$ cat config.mk
export PLATFORM = sky130hd
export DESIGN_NAME = usb_tx_bit_stuff_flat
export DESIGN_NICKNAME = d
export VERILOG_FILES = /design/src/rtl/usb_tx_pkg.sv /design/src/rtl/usb_tx_bit_stuff_if.sv /design/src/rtl/usb_tx_shifter.sv /design/src/rtl/usb_tx_bit_stuff.sv /design/src/flat_wrapper.sv
export SDC_FILE = /design/constraint.sdc
export NUM_CORES = 1
export LEC_CHECK = 0
export CAP_MARGIN = 30
export CORE_ASPECT_RATIO = 1.2
export CORE_MARGIN = 2
export CORE_UTILIZATION = 31
export CTS_CLUSTER_SIZE = 14
export DETAILED_ROUTE_END_ITERATION = 8
export PLACE_DENSITY_LB_ADDON = 0.15
export SLEW_MARGIN = 20
export SYNTH_ARGS = -nofsm -noshare
export SYNTH_HDL_FRONTEND = slang
export SYNTH_SLANG_ARGS = --single-unit
$ cat constraint.sdc
create_clock -name clk -period 2.6 [get_ports clk]
set_input_delay 0.52 -clock clk [delete_from_list [all_inputs] [get_ports clk]]
set_output_delay 0.52 -clock clk [all_outputs]
set_load 0.005 [all_outputs]
$ cat src/rtl/usb_tx_pkg.sv
// Shared USB TX/RX bit-level definitions: FSM states, stuffing run length, idle line level.
package usb_tx_pkg;

   typedef enum logic [1:0] {
      IDLE  = 2'd0,
      SEND  = 2'd1,
      STUFF = 2'd2
   } tx_state_e;

   // Same run length the receive-side unstuffer uses to drop a stuffed bit.
   localparam int   USB_RUN_LEN  = 6;
   localparam logic USB_IDLE_BIT = 1'b1;

endpackage

$ cat src/rtl/usb_tx_bit_stuff_if.sv
// Byte handshake from the TX packet/CRC formatter into the bit stuffer.
interface usb_tx_bit_stuff_if #(
   parameter int DATA_W = 8
) ();

   logic [DATA_W-1:0] tx_data;
   logic              tx_last;
   logic              tx_valid;
   logic              tx_ready;

   modport master (output tx_data, output tx_last, output tx_valid, input tx_ready);
   modport slave  (input tx_data, input tx_last, input tx_valid, output tx_ready);

endinterface

$ cat src/rtl/usb_tx_shifter.sv
// LSB-first byte shifter. Bit 0 leaves on the load strobe itself, so after a load
// the register holds the remaining DATA_W-1 bits and cur_bit is the next one out.
module usb_tx_shifter #(
   parameter int DATA_W = 8
) (
   input  logic              clk,
   input  logic              rst,
   input  logic              load,
   input  logic              shift,
   input  logic [DATA_W-1:0] load_data,
   output logic              cur_bit,
   output logic              empty
);

   localparam int CW = $clog2(DATA_W + 1);

   logic [DATA_W-1:0] sr_q, sr_d;
   logic [CW-1:0]     cnt_q, cnt_d;

   always_comb begin
      sr_d  = sr_q;
      cnt_d = cnt_q;
      if (load) begin
         sr_d  = load_data >> 1;
         cnt_d = CW'(DATA_W - 1);
      end else if (shift && (cnt_q != '0)) begin
         sr_d  = sr_q >> 1;
         cnt_d = cnt_q - CW'(1);
      end
   end

   always_ff @(posedge clk) begin
      if (rst) begin
         sr_q  <= '0;
         cnt_q <= '0;
      end else begin
         sr_q  <= sr_d;
         cnt_q <= cnt_d;
      end
   end

   assign cur_bit = sr_q[0];
   assign empty   = (cnt_q == '0);

endmodule

$ cat src/rtl/usb_tx_bit_stuff.sv
// USB TX bit stuffer/serializer: one-byte holding register, IDLE/SEND/STUFF FSM, run counter.
// Optional TX_STUFF_STATS_EN adds a saturating per-packet stuffed-bit counter (stuff_count).
module usb_tx_bit_stuff
   import usb_tx_pkg::*;
#(
   parameter int DATA_W  = 8,
   parameter int RUN_LEN = USB_RUN_LEN
) (
   input  logic                clk,
   input  logic                rst,
   input  logic                bit_strobe,
   usb_tx_bit_stuff_if.slave   tx_if,
   output logic                d_stuffed,
   output logic                d_valid,
   output logic                stuff_ins,
   output logic                tx_active,
   output logic                tx_done,
   output logic                tx_underrun
`ifdef TX_STUFF_STATS_EN
   ,
   output logic [15:0]         stuff_count
`endif
);

   localparam int RW = $clog2(RUN_LEN + 1);

   tx_state_e         state_q, state_d;
   logic [DATA_W-1:0] hold_q, hold_d;
   logic              hold_full_q, hold_full_d;
   logic              hold_last_q, hold_last_d;
   logic              cur_last_q, cur_last_d;
   logic [RW-1:0]     run_q, run_d;
   logic              d_stuffed_q, d_stuffed_d;
   logic              d_valid_q, d_valid_d;
   logic              stuff_ins_q, stuff_ins_d;
   logic              tx_active_q, tx_active_d;
   logic              tx_done_q, tx_done_d;
   logic              tx_underrun_q, tx_underrun_d;

   logic sh_load, sh_shift, sh_bit, sh_empty;
   logic emit, emit_bit, start, accept;

   usb_tx_shifter #(.DATA_W(DATA_W)) u_shifter (
      .clk       (clk),
      .rst       (rst),
      .load      (sh_load),
      .shift     (sh_shift),
      .load_data (hold_q),
      .cur_bit   (sh_bit),
      .empty     (sh_empty)
   );

   assign accept = tx_if.tx_valid & ~hold_full_q;

   always_comb begin
      state_d       = state_q;
      hold_d        = hold_q;
      hold_full_d   = hold_full_q;
      hold_last_d   = hold_last_q;
      cur_last_d    = cur_last_q;
      run_d         = run_q;
      d_stuffed_d   = d_stuffed_q;
      d_valid_d     = 1'b0;
      stuff_ins_d   = 1'b0;
      tx_active_d   = tx_active_q;
      tx_done_d     = 1'b0;
      tx_underrun_d = 1'b0;
      sh_load       = 1'b0;
      sh_shift      = 1'b0;
      emit          = 1'b0;
      emit_bit      = 1'b0;
      start         = 1'b0;

      if (bit_strobe) begin
         case (state_q)
            IDLE: begin
               if (hold_full_q) begin
                  sh_load     = 1'b1;
                  emit        = 1'b1;
                  emit_bit    = hold_q[0];
                  cur_last_d  = hold_last_q;
                  tx_active_d = 1'b1;
                  start       = 1'b1;
               end
            end
            SEND: begin
               if (!sh_empty) begin
                  sh_shift = 1'b1;
                  emit     = 1'b1;
                  emit_bit = sh_bit;
               end else if (hold_full_q) begin
                  // Refill from hold on the same strobe so bytes run back-to-back.
                  sh_load    = 1'b1;
                  emit       = 1'b1;
                  emit_bit   = hold_q[0];
                  cur_last_d = hold_last_q;
               end else begin
                  tx_done_d     = cur_last_q;
                  tx_underrun_d = ~cur_last_q;
                  tx_active_d   = 1'b0;
                  d_stuffed_d   = USB_IDLE_BIT;
                  run_d         = '0;
                  state_d       = IDLE;
               end
            end
            STUFF: begin
               d_valid_d   = 1'b1;
               stuff_ins_d = 1'b1;
               d_stuffed_d = 1'b0;
               run_d       = '0;
               state_d     = SEND;
            end
            default: state_d = IDLE;
         endcase

         if (emit) begin
            d_valid_d   = 1'b1;
            d_stuffed_d = emit_bit;
            if (emit_bit) begin
               run_d   = run_q + RW'(1);
               state_d = ((run_q + RW'(1)) == RW'(RUN_LEN)) ? STUFF : SEND;
            end else begin
               run_d   = '0;
               state_d = SEND;
            end
         end
      end

      // A load this edge and a new acceptance never coincide: tx_ready was low.
      if (sh_load)
         hold_full_d = 1'b0;
      if (accept) begin
         hold_full_d = 1'b1;
         hold_d      = tx_if.tx_data;
         hold_last_d = tx_if.tx_last;
      end
   end

   always_ff @(posedge clk) begin
      if (rst) begin
         state_q       <= IDLE;
         hold_q        <= '0;
         hold_full_q   <= 1'b0;
         hold_last_q   <= 1'b0;
         cur_last_q    <= 1'b0;
         run_q         <= '0;
         d_stuffed_q   <= USB_IDLE_BIT;
         d_valid_q     <= 1'b0;
         stuff_ins_q   <= 1'b0;
         tx_active_q   <= 1'b0;
         tx_done_q     <= 1'b0;
         tx_underrun_q <= 1'b0;
      end else begin
         state_q       <= state_d;
         hold_q        <= hold_d;
         hold_full_q   <= hold_full_d;
         hold_last_q   <= hold_last_d;
         cur_last_q    <= cur_last_d;
         run_q         <= run_d;
         d_stuffed_q   <= d_stuffed_d;
         d_valid_q     <= d_valid_d;
         stuff_ins_q   <= stuff_ins_d;
         tx_active_q   <= tx_active_d;
         tx_done_q     <= tx_done_d;
         tx_underrun_q <= tx_underrun_d;
      end
   end

   assign tx_if.tx_ready = ~hold_full_q;
   assign d_stuffed      = d_stuffed_q;
   assign d_valid        = d_valid_q;
   assign stuff_ins      = stuff_ins_q;
   assign tx_active      = tx_active_q;
   assign tx_done        = tx_done_q;
   assign tx_underrun    = tx_underrun_q;

`ifdef TX_STUFF_STATS_EN
   logic [15:0] stuff_count_q, stuff_count_d;

   // Cleared at packet start, kept after tx_done so software can read it.
   always_comb begin
      stuff_count_d = stuff_count_q;
      if (start)
         stuff_count_d = '0;
      else if (bit_strobe && (state_q == STUFF) && (stuff_count_q != 16'hFFFF))
         stuff_count_d = stuff_count_q + 16'd1;
   end

   always_ff @(posedge clk) begin
      if (rst)
         stuff_count_q <= '0;
      else
         stuff_count_q <= stuff_count_d;
   end

   assign stuff_count = stuff_count_q;
`endif

endmodule

$ cat src/flat_wrapper.sv
// flat-port wrapper written by rule: the top's interface ports become plain ports
module usb_tx_bit_stuff_flat import usb_tx_pkg::*;
#(
   parameter int DATA_W  = 8,
   parameter int RUN_LEN = USB_RUN_LEN
)
  (clk, rst, bit_strobe, d_stuffed, d_valid, stuff_ins, tx_active, tx_done, tx_underrun, tx_if_tx_data, tx_if_tx_last, tx_if_tx_valid, tx_if_tx_ready);
  usb_tx_bit_stuff_if #(.DATA_W(DATA_W)) tx_if_i ();
  input  logic clk;
  input  logic rst;
  input  logic bit_strobe;
  output logic d_stuffed;
  output logic d_valid;
  output logic stuff_ins;
  output logic tx_active;
  output logic tx_done;
  output logic tx_underrun;
  input wire logic [$bits(tx_if_i.tx_data)-1:0] tx_if_tx_data;
  input wire logic [$bits(tx_if_i.tx_last)-1:0] tx_if_tx_last;
  input wire logic [$bits(tx_if_i.tx_valid)-1:0] tx_if_tx_valid;
  output wire logic [$bits(tx_if_i.tx_ready)-1:0] tx_if_tx_ready;
  assign tx_if_i.tx_data = tx_if_tx_data;
  assign tx_if_i.tx_last = tx_if_tx_last;
  assign tx_if_i.tx_valid = tx_if_tx_valid;
  assign tx_if_tx_ready = tx_if_i.tx_ready;
  usb_tx_bit_stuff #(.DATA_W(DATA_W), .RUN_LEN(RUN_LEN)) u_core (.clk(clk), .rst(rst), .bit_strobe(bit_strobe), .tx_if(tx_if_i), .d_stuffed(d_stuffed), .d_valid(d_valid), .stuff_ins(stuff_ins), .tx_active(tx_active), .tx_done(tx_done), .tx_underrun(tx_underrun));
endmodule
==> results.toml, run 1 <==
[outcome]
status = "completed"

[sta]
period_utilization_post_route_pct = 81.4
max_freq_mhz = 473
final_period_minus_worst_setup_slack_ps = 2120
worst_slew_margin_rel_pct = 52.5
number_of_setup_violations_in_the_final_report = 0
fin_hold_ws_ps = 454
maxSlewViolCount = 0
final_hold_viol_count = 0
finalSetupTns_ps = 0
worst-slew-pin-transition_ps = 711
fin_worst_skew_ps = 7.57
grt_setup_unrepaired = "false"

[clock_tree]
number_of_clock_sinks = 33
cts_root_buf = "clkbuf_8"
clkTransAtPathRegs_ps = 70
numCtsBuffers = 5
h-tree-depth = 2
insertion_delay_ps = 290
postCtsHoldBufs = 0
buffers_inserted_by_post_cts_timing_repair = 0
ctsLongestPathBuffers = 2
tritoncts = "done"
post_cts_resize_count = 0

[synthesis]
post_synth_xor_xnor_area_pct = 2.30
syn-instance-count = 172
async_flop_share_pct = 0
muxShareOfSynthArea_pct = 4.59
synth-simple-area-share_pct = 21.2
synthesis.nets = 191
synth_top_family_by_area = "simple AND/OR/NAND/NOR gates"
mappedNetlistArea_um2 = 1530
synth_fa_ha_area_share_pct = 4.92
synth_compound_gate_area_share_pct = 19.2
fraction_of_the_yosys_area_taken_by_sequential_cells_pct = 43.3
post-synth-top-area-fraction_pct = 43.3
avgSynthCellArea_um2 = 8.87
synth_cell_type_count = 45
synth_edf_count = 0
synth-warning-count = 0
synthFlopType = "dfxtp_1"
post_synth_most_frequent_cells = "dfxtp_1, nand2_1, a21oi_1, nor2_1, inv_1"
dominant_cells_by_area_after_synthesis = "dfxtp_1, a21oi_1, nand2_1"
count_leader_synth = "dfxtp_1"
synth-seq-cells = 33
yosys.area.top_type = "dfxtp_1"

[route]
drt_iter0_drc = 43
route.final.wire_length_mm = 3.44
detail_route.vias_per_cell = 5.07
remaining_drc_errors = 0
num_vias = 1283
detail-route-antenna-nets = 0
post_drt_wl_per_cell_um = 13.6
drt_pass1_iterations = 5

[placement]
place_hpwl_mm = 2.41
numPortBuffers = 19
globalplace.congestion = 0.820

[cells_and_area]
post_route_cells_drive_above_1_share_pct = 12.3
layout.nets = 213
antenna_cells = 0
filler_cell_count = 471
flow.area_growth_from_synthesis_pct = 22.6

[grt]
grt_start_max_net_pins = 19
gr-total-overflow = 0
groute.usage.overall_pct = 15.2
number_of_global_route_vias_before_repair = 1281
antenna_found_initial = 0
grt_pass1_wl_mm = 6.15

[die]
row_count = 27
floorplan.core_area_um2 = 4660
die_y_um = 80.8
die_area_um2 = 5500
pin_count = 20
initial_util_pct = 32.7
die_x_um = 68.0

[power]
power.switching_fraction_pct = 27.2
p_seq_share_pct = 50.7
power.net_switching_uw = 295
power.ir.vdd_worst_mv = 0.332
internal-power_uw = 787
total_power_mw = 1.08
p_leak_nw = 0.676
pwrdens_nw_per_um2 = 579
combinationalPowerShare_pct = 13.6
clockPowerShare_pct = 35.7

[setup_path]
minimum_setup_slack_among_reg_to_reg_paths_ps = 490
rr_worst_depth = 6
start_kind = "flop"
regToRegStartpoint = "u_core.state_q[1]$_SDFFE_PP0P_"
capturing_point_of_the_worst_reg2reg_path = "u_core.tx_active$_SDFFE_PP0P_"
cp_max_fo = 13
critPathCapture = "tx_if_tx_ready"
worstSetupPathType = "flop to output port"
critPathCaptureType = "output port"
data_required_critical_path_ps = 2080
worst_ep_arrival_time_ps = 1600
crit_start = "u_core.hold_full_q$_SDFFE_PP0P_"

[worst_hold_path]
hold_path.class = "flop to flop"

[flow_run]
cap_viol_max_count = 0
[flip-flops by register name, summed over array words and instances, names as in the netlist]
| register | flops |
|---|---|
| u_core.cur_last_q | 1 |
| u_core.d_stuffed | 1 |
| u_core.d_valid | 1 |
| u_core.hold_full_q | 1 |
| u_core.hold_last_q | 1 |
| u_core.hold_q | 8 |
| u_core.run_q | 3 |
| u_core.state_q | 2 |
| u_core.stuff_ins | 1 |
| u_core.tx_active | 1 |
| u_core.tx_done | 1 |
| u_core.tx_underrun | 1 |
| u_core.u_shifter.cnt_q | 4 |
| u_core.u_shifter.sr_q | 7 |
[worst max-delay path: stages, from the launching register on]
cell and delay, ps:
dfxtp_1 630, inv_1 190, clkdlybuf4s50_1 480
[worst min path at each step]
stage,to,from,depth (start not counted),slack [ps]
finish,u_core.tx_underrun$_SDFF_PP0_,u_core.cur_last_q$_SDFFE_PP0P_,1,450
global route,u_core.tx_underrun$_SDFF_PP0_,u_core.cur_last_q$_SDFFE_PP0P_,1,480
CTS,u_core.hold_q[3]$_SDFFE_PP0P_,u_core.hold_q[3]$_SDFFE_PP0P_,2,460
floorplan,u_core.tx_underrun$_SDFF_PP0_,u_core.cur_last_q$_SDFFE_PP0P_,1,410
detailed placement,u_core.hold_q[3]$_SDFFE_PP0P_,u_core.hold_q[3]$_SDFFE_PP0P_,2,450
global placement,u_core.tx_underrun$_SDFF_PP0_,u_core.cur_last_q$_SDFFE_PP0P_,1,440
[routing by layer]
metal,global-route usage (%),part of all wire (%),up-vias
met5,0,0,-
met4,7.80,3.4,0
met2,24.6,48,42
li1,-,-,649
met3,4.71,5.3,12
met1,17.7,43,580
[power by group through the flow]
| stage | clock network (mW) | logic, mW | registers [mW] |
|---|---|---|---|
| floorplan | 0 | 0.0943 | 0.552 |
| CTS | 0.400 | 0.148 | 0.549 |
| global route | 0.420 | 0.166 | 0.552 |
| finish | 0.386 | 0.147 | 0.549 |
| global placement | 0 | 0.144 | 0.560 |
| detailed placement | 0 | 0.146 | 0.560 |
[cells by family after synthesis]
group,count (synthesis)
XOR/XNOR,4
adder cells (fa/ha/maj),6
AND/OR/NAND/NOR,61
multiplexers,7
AO/OA/AOI/OAI,44
flip-flops,33
buffers and inverters,17
[cells in the final DEF, fill, tap and decap left out, types with 2 or more instances in the layout]
cell type / Yosys / routed
a211oi_1: 5 / 5
a21oi_1: 17 / 17
buf_4: 1 / 4
clkbuf_8: 0 / 5
clkdlybuf4s50_1: 0 / 19
clkinv_2: 0 / 2
dfxtp_1: 33 / 33
ha_1: 6 / 6
inv_1: 9 / 9
mux2i_1: 7 / 7
nand2_1: 22 / 22
nand2b_1: 2 / 2
nor2_1: 12 / 12
nor2b_1: 4 / 4
nor3_1: 4 / 4
nor3b_1: 2 / 2
o2111ai_1: 2 / 2
o21ai_0: 7 / 7
o22ai_1: 2 / 2
or2_2: 2 / 2
or3_1: 2 / 2
xnor2_1: 2 / 2
xor2_1: 2 / 2
[layout make-up]
type | instances | area [µm²] | area share [%]
multi-input combinational | 122 | 796 | 42.6
sequential | 33 | 661 | 35.3
timing repair buffer | 23 | 220 | 11.8
tap | 58 | 72.6 | 3.88
clock buffer | 5 | 68.8 | 3.68
inverter | 9 | 33.8 | 1.81
clock inverter | 3 | 17.5 | 0.937
[per-stage QoR]
step	utilization, %	setup WS, ps	instance area [µm²]	cells
2_1_floorplan	-	683	1530	172
3_3_place_gp	38.2	419	1780	245
3_5_place_dp	38.2	360	1780	245
4_1_cts	40.1	493	1870	253
5_1_grt	40.1	364	1870	253
6_report	40.1	485	1870	253
(Power assumes the default switching activity.)
==> run 2: changes to the inputs <==
==> constraint.sdc (replaced) <==
create_clock -name clk -period 1.9 [get_ports clk]
set_input_delay 0.38 -clock clk [delete_from_list [all_inputs] [get_ports clk]]
set_output_delay 0.38 -clock clk [all_outputs]
set_load 0.005 [all_outputs]
==> run 2 against run 1 <==
Design area up 9.2%; utilization is 3.7 points higher; flip-flop and latch count did not move; via count is 6.5% higher; non-clock buffer count up 17; combinational power rose by 72%; critical path type is now flop to flop; largest power group unchanged.
==> results.toml, run 2 (synthesis gave the netlist of run 1 again) <==
[setup_path]
number_of_buffers_and_inverters_on_the_critical_path = 1
minimum_setup_slack_among_reg_to_reg_paths_ps = 50
worst_ep_arrival_time_ps = 2020
start_kind = "flop"
critPathCapture = "u_core.d_stuffed$_SDFFE_PP1P_"
worstSetupPathType = "flop to flop"
rr_worst_depth = 6
regToRegStartpoint = "u_core.u_shifter.cnt_q[1]$_SDFFE_PP0P_"
crit_start = "u_core.u_shifter.cnt_q[1]$_SDFFE_PP0P_"
crit_chain = "inv_2 > ha_4 > or3b_4 > and3_4 > or4_1 > a21o_1"
path_depth = 6
crit_path_top_delay_cell = "or4_1"
data_required_critical_path_ps = 2080
cp_top_family = "simple AND/OR/NAND/NOR gates"
critPathMaxStageDelay_ps = 460
cp_max_fo = 4
capturing_point_of_the_worst_reg2reg_path = "u_core.d_stuffed$_SDFFE_PP1P_"
critPathCaptureType = "flop"

[worst_hold_path]
min-delay-start = "u_core.cur_last_q$_SDFFE_PP0P_"
hold_path.class = "flop to flop"
hold_depth = 1

[clock_tree]
h-tree-depth = 2
cts_root_buf = "clkbuf_8"
ctsLongestPathBuffers = 2
insertion_delay_ps = 280
clkTransAtPathRegs_ps = 60
number_of_clock_sinks = 33
numCtsBuffers = 5
tritoncts = "done"

[cells_and_area]
filler_cell_count = 460
most-common-layout-cells = "dfxtp_1, nand2_1, clkdlybuf4s50_1, buf_4, a21oi_1"
antenna_cells = 0
finalInstanceArea_um2 = 2040
final_non_filler_cell_total = 268
multi_input_comb_area_um2 = 835
top_regs = "u_core.hold_q (8), u_core.u_shifter.sr_q (7), u_core.u_shifter.cnt_q (4)"
layout.cells.most_common = "dfxtp_1"
utilization_pct = 43.8
largest-register = "u_core.hold_q"
flow.area_growth_from_synthesis_pct = 33.9
largest_reg_flops = 8
layout.nets = 230
post_route_cells_drive_above_1_share_pct = 22.9
storage_cell_area_um2 = 663

[sta]
maxSlewViolCount = 0
grt_setup_unrepaired = "true"
max_freq_mhz = 542
layout_setup_ws_ps = 54.8
period_utilization_post_route_pct = 97.1
worst_slew_margin_rel_pct = 73.6
number_of_setup_violations_in_the_final_report = 0
final_period_minus_worst_setup_slack_ps = 1850
worst-slew-pin-transition_ps = 394
final_hold_viol_count = 0
fin_worst_skew_ps = 1.61

[route]
drt_pass1_iterations = 4
post_drt_wl_per_cell_um = 14.5
route.final.wire_length_mm = 3.88
detail_route.vias_per_cell = 5.10
num_vias = 1367
remaining_drc_errors = 0
drt_iter0_drc = 102
detail-route-antenna-nets = 0

[power]
combinationalPowerShare_pct = 17.1
clockPowerShare_pct = 32.5
p_seq_share_pct = 50.4
power.net_switching_uw = 382
internal-power_mw = 1.10
pwrdens_nw_per_um2 = 725
power.switching_fraction_pct = 25.8
power.ir.vdd_worst_mv = 0.327
total_power_mw = 1.48
p_leak_nw = 0.769

[placement]
globalplace.congestion = 0.850
numPortBuffers = 19
place_hpwl_mm = 2.84
dp_cell_count = 261
dpl_worst_slack_ps = -53.8
dpl-instance-area_um2 = 1920

[outcome]
status = "completed"

[grt]
grt_start_max_net_pins = 30
grt_pass1_wl_mm = 6.38
number_of_global_route_vias_before_repair = 1345
groute.usage.overall_pct = 15.8
gr-total-overflow = 0
antenna_found_initial = 0

[die]
die_area_um2 = 5500
die_x_um = 68.0
row_count = 27
initial_util_pct = 32.7
pin_count = 20
die_y_um = 80.8
floorplan.core_area_um2 = 4660

[flow_run]
cap_viol_max_count = 0
[run 2: worst min-delay path by stage]
stage                                    end
2_1_floorplan  u_core.tx_underrun$_SDFF_PP0_
3_3_place_gp   u_core.tx_underrun$_SDFF_PP0_
3_5_place_dp   u_core.hold_q[5]$_SDFFE_PP0P_
4_1_cts        u_core.hold_q[5]$_SDFFE_PP0P_
5_1_grt        u_core.hold_q[3]$_SDFFE_PP0P_
6_report       u_core.tx_underrun$_SDFF_PP0_
[run 2: timing repair]
| action | 4_1_cts | 5_1_grt |
|---|---|---|
| pin swaps | 2 | 1 |
| hold buffers | 0 | 0 |
| buffers inserted | 1 | 0 |
| setup endpoints to repair | 5 | 7 |
| gates resized for setup | 5 | 7 |
[run 2: final cells by class]
class | instances | share of cell area, %
multi-input combinational | 122 | 40.9
sequential | 33 | 32.5
timing repair buffer | 40 | 17.8
tap | 58 | 3.55
clock buffer | 5 | 3.37
inverter | 9 | 1.65
clock inverter | 1 | 0.245
[run 2: worst register-to-register path: cells and delay by family (launching register included)]
kind / cells / cell delay (ps)
flops: 1 / 330
simple gates: 3 / 1050
fa+ha+maj: 1 / 130
buf+inv: 1 / 60
compound gates: 1 / 160
[run 2: layer usage]
metal	wire, µm	up-vias	part of all wire [%]	GRT usage [%]
li1	-	688	-	-
met4	61	0	1.6	5.40
met2	2080	25	54	27.5
met5	0	-	0	0
met3	142	8	3.7	4.57
met1	1600	646	41	18.0
[run 2: power groups by stage]
stage	logic, mW	clock network [mW]	registers (mW)
6_report	0.253	0.481	0.747
5_1_grt	0.280	0.527	0.751
3_3_place_gp	0.228	0	0.760
3_5_place_dp	0.234	0	0.761
2_1_floorplan	0.130	0	0.756
4_1_cts	0.246	0.499	0.746
[run 2: metrics by stage]
step / setup TNS, ps / hold slack, ps
2_1_floorplan: 0 / 411
3_3_place_gp: 0 / 434
3_5_place_dp: -90.5 / 449
4_1_cts: 0 / 458
5_1_grt: -2.20 / 487
6_report: 0 / 451
==> run 3: changes to the inputs <==
--- a/config.mk
+++ b/config.mk
@@ -5,11 +5,10 @@
 export SDC_FILE = /design/constraint.sdc
 export NUM_CORES = 1
 export LEC_CHECK = 0
-export CAP_MARGIN = 30
 export CORE_ASPECT_RATIO = 1.2
 export CORE_MARGIN = 2
 export CORE_UTILIZATION = 31
-export CTS_CLUSTER_SIZE = 14
+export CTS_CLUSTER_SIZE = 12
 export DETAILED_ROUTE_END_ITERATION = 8
 export PLACE_DENSITY_LB_ADDON = 0.15
 export SLEW_MARGIN = 20
==> results of run 3 <==
Same layout as run 2: the final DEF is identical, and so are final timing and power.
